### src/rtl/fetch_ctrl.sv
// Fetch-stage sequencer: owns the fetch PC, drives the instruction-bus request,
// buffers one instruction for decode, and discards responses made stale by redirects.
module fetch_ctrl #(
  parameter logic [31:0] RESET_PC = 32'hbfc0_0000
) (
  input  logic        clk,
  input  logic        reset,
  output logic        ireq_valid,
  output logic [31:0] ireq_addr,
  input  logic        iresp_data_ok,
  input  logic [31:0] iresp_data,
  input  logic        redirect_valid,
  input  logic [31:0] redirect_pc,
  input  logic        stall,
  output logic        out_valid,
  output logic [31:0] out_pc,
  output logic [31:0] out_pc_plus_4,
  output logic [31:0] out_instr,
  output logic        out_adel,
  output logic [1:0]  state_dbg
);

  typedef enum logic [1:0] {
    ST_RUN     = 2'd0,
    ST_DISCARD = 2'd1,
    ST_HALT    = 2'd2
  } state_t;

  state_t      state_q, state_d;
  logic [31:0] pc_q, pc_d;
  logic [31:0] req_addr_q, req_addr_d;
  logic        pending_q, pending_d;
  logic        out_valid_q, out_valid_d;
  logic        out_adel_q, out_adel_d;
  logic [31:0] out_pc_q, out_pc_d;
  logic [31:0] out_instr_q, out_instr_d;

  logic        req;
  logic [31:0] addr;
  logic        consume;
  logic        aligned;

  // Bus handshake: a request (ireq_valid/ireq_addr) is held stable from the cycle it is
  // raised until the cycle iresp_data_ok is seen, which may be that same cycle.
  always_comb begin
    state_d     = state_q;
    pc_d        = pc_q;
    req_addr_d  = req_addr_q;
    out_valid_d = out_valid_q;
    out_adel_d  = out_adel_q;
    out_pc_d    = out_pc_q;
    out_instr_d = out_instr_q;

    consume = out_valid_q & ~stall;
    aligned = (pc_q[1:0] == 2'b00);
    req     = 1'b0;
    addr    = pc_q;

    case (state_q)
      ST_RUN:     req = aligned & (pending_q | ~out_valid_q | ~stall);
      ST_DISCARD: begin
        req  = 1'b1;
        addr = req_addr_q;
      end
      default:    req = 1'b0;
    endcase

    if (req) req_addr_d = addr;
    pending_d = req & ~iresp_data_ok;

    if (consume) out_valid_d = 1'b0;

    if (redirect_valid) begin
      pc_d        = redirect_pc;
      out_valid_d = 1'b0;
      state_d     = (req & ~iresp_data_ok) ? ST_DISCARD : ST_RUN;
    end else begin
      case (state_q)
        ST_RUN: begin
          if (aligned) begin
            if (req & iresp_data_ok) begin
              out_valid_d = 1'b1;
              out_adel_d  = 1'b0;
              out_pc_d    = pc_q;
              out_instr_d = iresp_data;
              pc_d        = pc_q + 32'd4;
            end
          end else if (~out_valid_q | consume) begin
            // Misaligned PC becomes an address-error bubble; fetching stops until redirected.
            out_valid_d = 1'b1;
            out_adel_d  = 1'b1;
            out_pc_d    = pc_q;
            out_instr_d = 32'd0;
            state_d     = ST_HALT;
          end
        end
        ST_DISCARD: if (iresp_data_ok) state_d = ST_RUN;
        default: ;
      endcase
    end
  end

  always_ff @(posedge clk or posedge reset) begin
    if (reset) begin
      state_q     <= ST_RUN;
      pc_q        <= RESET_PC;
      req_addr_q  <= RESET_PC;
      pending_q   <= 1'b0;
      out_valid_q <= 1'b0;
      out_adel_q  <= 1'b0;
      out_pc_q    <= 32'd0;
      out_instr_q <= 32'd0;
    end else begin
      state_q     <= state_d;
      pc_q        <= pc_d;
      req_addr_q  <= req_addr_d;
      pending_q   <= pending_d;
      out_valid_q <= out_valid_d;
      out_adel_q  <= out_adel_d;
      out_pc_q    <= out_pc_d;
      out_instr_q <= out_instr_d;
    end
  end

  assign ireq_valid    = req & ~reset;
  assign ireq_addr     = addr;
  assign out_valid     = out_valid_q;
  assign out_pc        = out_pc_q;
  assign out_pc_plus_4 = out_pc_q + 32'd4;
  assign out_instr     = out_instr_q;
  assign out_adel      = out_adel_q;
  assign state_dbg     = state_q;

endmodule

### config.mk
export PLATFORM = sky130hd
export DESIGN_NAME = fetch_ctrl
export DESIGN_NICKNAME = d
export VERILOG_FILES = /design/src/rtl/fetch_ctrl.sv
export SDC_FILE = /design/constraint.sdc
export NUM_CORES = 1
export LEC_CHECK = 0
export ABC_AREA = 1
export CORE_AREA = 10 10 130 132
export DETAILED_ROUTE_END_ITERATION = 10
export DIE_AREA = 0 0 140 142
export GPL_TIMING_DRIVEN = 0
export PLACE_DENSITY = 0.93
export SLEW_MARGIN = 5
export SYNTH_ARGS = -nofsm -noshare
export SYNTH_HDL_FRONTEND = slang
export SYNTH_SLANG_ARGS = --single-unit
### constraint.sdc
create_clock -name clk -period 7.55 [get_ports clk]
set_clock_uncertainty 0.1 [all_clocks]
set_input_delay 1.51 -clock clk [delete_from_list [all_inputs] [get_ports clk]]
set_output_delay 1.51 -clock clk [all_outputs]
set_load 0.02 [all_outputs]
==> results.cfg, run 1 <==
[logic_synthesis]
ys_types = 32
muxShareOfSynthArea = 0
synth_cells = 1054
synth_compound_area_frac = 0.0599
seq_area_frac_synth = 0.448
synth_area_per_cell_um2 = 7.10
synthAdderAreaFrac = 0.00335
yosys_warnings = 0
synthesis.area_mm2 = 0.00748
synth-simple-area-share = 0.379
syn_nets = 1125
synth_xor_area_frac = 0.0375
synth_top_family_by_area = simple AND/OR/NAND/NOR gates
ys_seq_elements = 133

[sta]
finalSetupTns_ps = 0
slew_viol_final = 0
fmax_ghz = 0.208
timing.final.crit_share = 0.636
slew_headroom = 0.622
max_slew.worst_pin.slew_ps = 568
setup_viol = 0
rsz0062_at_grt = false
setup_ws_ps = 2750
min_period_ps = 4800
hold_viol = 0

[global_routing]
track_usage = 0.247
grt_max_degree = 89
grt_remaining_overflow = 0
use_met1 = 0.296
antenna_found_initial = 0
grt.met3_usage = 0.0661
grt_pass1_wl_um = 40200
grt_pass1_vias = 7961
grt_busiest_layer = met2
met2_usage = 0.416

[clock_tree]
clkTransAtPathRegs_ps = 60
cts_root_buffer = clkbuf_16
cts_tree = yes
numCtsBuffers = 17
cts_resized = 0
cts.sinks = 133
insertion_delay_ps = 430
cts_setup_buffers = 0
clockBufferDepth = 2
postCtsHoldBufs = 0
h-tree-depth = 4

[floorplanning]
die-area_mm2 = 0.0199
core_mm2 = 0.0143
die_h_um = 142
initial_core_util = 0.523
num_io_pins = 202
die_width_um = 140
std_cell_rows = 44

[setup_path]
endpoint_kind = output port
crit_type = input port to output port
slowest_stage = clkdlybuf4s50_1
worstPathCellList = clkdlybuf4s50_1 -> nand3_1 -> nand3_1 -> nand2_1 -> buf_4 -> inv_1 -> nor2_1 -> clkdlybuf4s50_1
critPathMaxStageDelay_ps = 610
crit_required_ps = 5940
path_max_fanout = 10
cp-start-kind = input port
arrival_ps = 3190

[drt]
viasPerCell = 5.45
first_iter_violations = 862
drt_wl_total_um = 25000
dr_total_vias = 8016
drc = 0
firstDrtPassIters = 6
drt-wirelength-per-cell_um = 17.0
ant_nets = 0

[power]
irDropWorstVdd_mv = 0.171
powerDensity_mw_per_mm2 = 340
p_leak_nw = 4.80
finalPower_w = 0.00352

[placed_design]
io_buffers = 200
place.gp.congestion = 0.943
dp_slack_ps = 2750
hpwl_um = 18700

[finish]
diodes = 0
regArea_mm2 = 0.00335
area_growth_syn_to_layout_pct = 38.6
nNetsFinal = 1345
drive_gt1_frac = 0.0684
fillers = 1076
multi_input_area_mm2 = 0.00359

[run]
maxCapViolCount = 0

[run_status]
status = complete, no violations

[hold_path]
min_path_type = register to register
area by class of cell:
| cell class | instances | area share |
|---|---|---|
| clock buffer | 21 | 0.0454 |
| tap | 184 | 0.0222 |
| multi-input combinational | 797 | 0.347 |
| buffer | 49 | 0.0247 |
| sequential | 133 | 0.323 |
| inverter | 75 | 0.0276 |
| clock inverter | 11 | 0.0144 |
| timing repair buffer | 201 | 0.196 |
synthesized netlist by cell type:
cell type  number  area share
nand2_1       466        0.23
buf_4           4      0.0040
o31ai_1         1      0.0010
buf_2          16       0.011
o21bai_1        1      0.0010
nor3_2          1      0.0013
nor2_8          1      0.0027
xnor2_1        11       0.013
dfrtp_1       115        0.38
nand4_1        37       0.031
clkbuf_1       24       0.012
dfstp_2        18       0.063
nand3b_1       13       0.013
nand2_2         1     0.00084
nand3_4         1      0.0023
or2_2           3      0.0025
ha_1            2      0.0033
nand2_4         1      0.0015
o21ai_0        77       0.052
nor2_2          1     0.00084
nor3b_1         1      0.0010
buf_6           5      0.0075
a31oi_2         1      0.0017
inv_1          74       0.037
nand3_1        60       0.040
and3_1          1     0.00084
xor2_1         21       0.025
a21oi_1         7      0.0047
nor2_1         77       0.039
nor3b_2         1      0.0017
inv_2           1     0.00050
nor3_1         11      0.0074
routing by layer:
layer | vias to the layer above | wire length, um
met5 | - | 0
met1 | 3702 | 9640
met2 | 444 | 12200
met3 | 84 | 2330
met4 | 0 | 870
li1 | 3786 | -
flip-flops by register name, summed over array words and instances (netlist names):
name and count:
out_pc 32, out_instr 32, out_adel 1, out_valid 1, pc_q 32, req_addr_q 32
state_dbg 2, pending_q 1
kinds of logic (layout without fill, tap and decap cells):
kind of cell | count (synthesis) | after routing
xor gates and xnor gates | 32 | 32
adders and majority gates | 2 | 2
AOI/OAI and AO/OA | 87 | 87
DFF | 133 | 133
buffers and inverters | 124 | 357
and+or+nand+nor | 676 | 676
per-stage QoR:
step	area [um^2]	hold slack, ps	utilization	instances
after floorplan	7480	367	-	1054
after global placement	9710	353	0.679	1438
after detailed placement	9750	359	0.681	1439
after CTS	10400	373	0.724	1471
after global routing	10400	391	0.724	1471
final	10400	369	0.724	1471
report_power, final:
part | total [W] | leakage (nW) | internal, W | switching (W)
Combinational | 0.00148 | 2.82 | 0.000633 | 0.000850
Clock | 0.000863 | 0.296 | 0.000546 | 0.000317
Sequential | 0.00118 | 1.68 | 0.000937 | 0.000239
cell usage in the layout (no fill, tap or decap), drive strengths merged:
| master | Yosys | final |
|---|---|---|
| nand2 | 468 | 468 |
| clkdlybuf4s50 | 0 | 200 |
| dfrtp | 115 | 115 |
| nor2 | 79 | 79 |
| o21ai | 77 | 77 |
| inv | 75 | 76 |
| nand3 | 61 | 61 |
| clkbuf | 24 | 45 |
| nand4 | 37 | 37 |
| buf | 25 | 26 |
| xor2 | 21 | 21 |
| dfstp | 18 | 18 |
| nand3b | 13 | 13 |
| nor3 | 12 | 12 |
| xnor2 | 11 | 11 |
| a21oi | 7 | 7 |
| clkinv | 0 | 4 |
| or2 | 3 | 3 |
| clkinvlp | 0 | 3 |
| bufinv | 0 | 3 |
| ha | 2 | 2 |
| nor3b | 2 | 2 |
| a31oi | 1 | 1 |
| and3 | 1 | 1 |
| o31ai | 1 | 1 |
| o21bai | 1 | 1 |
worst paths after layout:
check | from | end | slack, ps | cells after the start
max in group asynchronous | reset | pc_q[24] | 5140 | 3
min in group asynchronous | reset | req_addr_q[1] | 1410 | 2
hold reg to reg | out_instr[5] | out_instr[5] | 370 | 2
setup reg to reg | pc_q[2] | pc_q[18] | 5400 | 8
hold / removal | out_instr[5] | out_instr[5] | 370 | 2
setup / recovery | stall | ireq_valid | 2750 | 8
worst max-delay path: cells and delay by family:
| kind | cells | cell delay, ps |
|---|---|---|
| buffers and inverters | 4 | 1340 |
| and+or+nand+nor | 4 | 340 |
No activity file was read; power rests on OpenSTA's default activity.
==> inputs of run 2 (changes only) <==
--- a/config.mk
+++ b/config.mk
@@ -6,11 +6,11 @@
 export NUM_CORES = 1
 export LEC_CHECK = 0
 export ABC_AREA = 1
-export CORE_AREA = 10 10 130 132
+export CORE_AREA = 10 10 135 137
 export DETAILED_ROUTE_END_ITERATION = 10
-export DIE_AREA = 0 0 140 142
+export DIE_AREA = 0 0 145 147
 export GPL_TIMING_DRIVEN = 0
-export PLACE_DENSITY = 0.93
+export PLACE_DENSITY = 0.87
 export SLEW_MARGIN = 5
 export SYNTH_ARGS = -nofsm -noshare
 export SYNTH_HDL_FRONTEND = slang
==> constraint.sdc (replaced) <==
create_clock -name clk -period 5 [get_ports clk]
set_clock_uncertainty 0.1 [all_clocks]
set_input_delay 1 -clock clk [delete_from_list [all_inputs] [get_ports clk]]
set_output_delay 1 -clock clk [all_outputs]
set_load 0.02 [all_outputs]
==> run 2 against run 1 <==
Sequential share of layout area is essentially flat; highest routed layer unchanged; via count shrank 2.6%; cell count grew 2.2%; register-to-register slack lost 2600 ps; utilization shrank 5.9 points; sequential power grew 49%; critical path depth shrank 1; first-iteration DRC count shrank 10%; combinational power grew 51%; routed wire length shrank 0.54%; non-clock buffer count is the same.
==> results.cfg, run 2 (synthesis gave the netlist of run 1 again) <==
[setup_path]
arrival_ps = 2710
cp-start-kind = register
crit_type = register to output port
path_max_fanout = 5
crit_required_ps = 3900
endpoint_kind = output port

[sta]
slew_viol_final = 0
min_period_ps = 3810
setup_viol = 0
timing.final.crit_share = 0.762
hold_viol = 0
rsz0062_at_grt = false
slew_headroom = 0.602
fmax_ghz = 0.262
max_slew.worst_pin.slew_ps = 598
finalSetupTns_ps = 0

[drt]
firstDrtPassIters = 5
drt_wl_total_um = 24900
drc = 0
first_iter_violations = 772
drt-wirelength-per-cell_um = 16.5
dr_total_vias = 7810
viasPerCell = 5.20
ant_nets = 0

[global_routing]
grt_remaining_overflow = 0
antenna_found_initial = 0
grt_pass1_wl_um = 40400
track_usage = 0.231
grt_pass1_vias = 7801
grt_max_degree = 88

[clock_tree]
clkTransAtPathRegs_ps = 60
cts.sinks = 133
cts_setup_buffers = 0
cts_root_buffer = clkbuf_16
insertion_delay_ps = 430
cts_resized = 0
numCtsBuffers = 17
postCtsHoldBufs = 0
h-tree-depth = 4
cts_tree = yes
clockBufferDepth = 2

[hold_path]
min_path_type = register to register

[power]
finalPower_w = 0.00522
irDropWorstVdd_mv = 0.289
powerDensity_mw_per_mm2 = 504
p_leak_nw = 4.77

[finish]
drive_gt1_frac = 0.0684
final_common_cell = nand2_1
nNetsFinal = 1345
final_cell_mix = nand2_1, clkdlybuf4s50_1, dfrtp_1
final_cell_area_mm2 = 0.0104
area_growth_syn_to_layout_pct = 38.6
diodes = 0

[placed_design]
place_area_mm2 = 0.00979
place.gp.congestion = 0.972
hpwl_um = 19300
io_buffers = 200

[run_status]
status = complete, no violations

[floorplanning]
core_mm2 = 0.0156
num_io_pins = 202
initial_core_util = 0.480
die-area_mm2 = 0.0213
die_width_um = 145
die_h_um = 147
std_cell_rows = 46

[run]
maxCapViolCount = 0
==> run 2: cell types whose count changed in the layout (fill, tap and decap cells not counted) <==
cell	change
clkinv_4	+1
clkinvlp_4	+1
bufinv_16	-1
inv_6	+2
clkbuf_8	-3
==> run 2: layer usage <==
layer  track usage  up-vias  share of wire
met5             0        -              0
met4        0.0965        0          0.033
met3        0.0577       61          0.082
met2         0.384      375           0.47
met1         0.281     3584           0.41
li1              -     3790              -
==> run 2: power breakdown <==
group / leakage [nW] / internal, W / switching, W
sequential: 1.68 / 0.00141 / 0.000345
clock: 0.273 / 0.000737 / 0.000496
combinational: 2.82 / 0.000956 / 0.00127
==> run 2: stage by stage <==
step	hold WS, ps	worst slack, ps	util	cells
finish	369	1190	0.665	1503
global route	397	883	0.665	1503
CTS	372	1160	0.665	1503
detailed placement	357	1190	0.627	1471
global placement	353	-1500	0.625	1470
floorplan	367	375	-	1054
==> run 2: final cells by class <==
cell class | count | area, um^2
buffer | 49 | 256
clock buffer | 18 | 429
clock inverter | 14 | 153
fill | 1330 | 5230
inverter | 75 | 287
multi-input combinational | 797 | 3590
sequential | 133 | 3350
tap | 216 | 270
timing repair buffer | 201 | 2030
==> run 2: path summary, 6_finish.rpt <==
kind                               start                 to  slack, ps  cells past startpoint
max                           out_pc[14]  out_pc_plus_4[21]       1190                      7
min in group asynchronous          reset      req_addr_q[0]        910                      2
min                        out_instr[20]      out_instr[20]        370                      2
max in group asynchronous          reset           pc_q[25]       3120                      3
max reg2reg                      pc_q[2]           pc_q[18]       2840                      8
min reg2reg                out_instr[20]      out_instr[20]        370                      2
==> run 2: worst max-delay path, stage by stage (launching register included) <==
cell and delay [ps]:
dfrtp_1 450, nand2_1 100, nor2_1 170, nand2_1 120, nor3_1 430, nand3_1 200, xnor2_1 190, clkdlybuf4s50_1 620
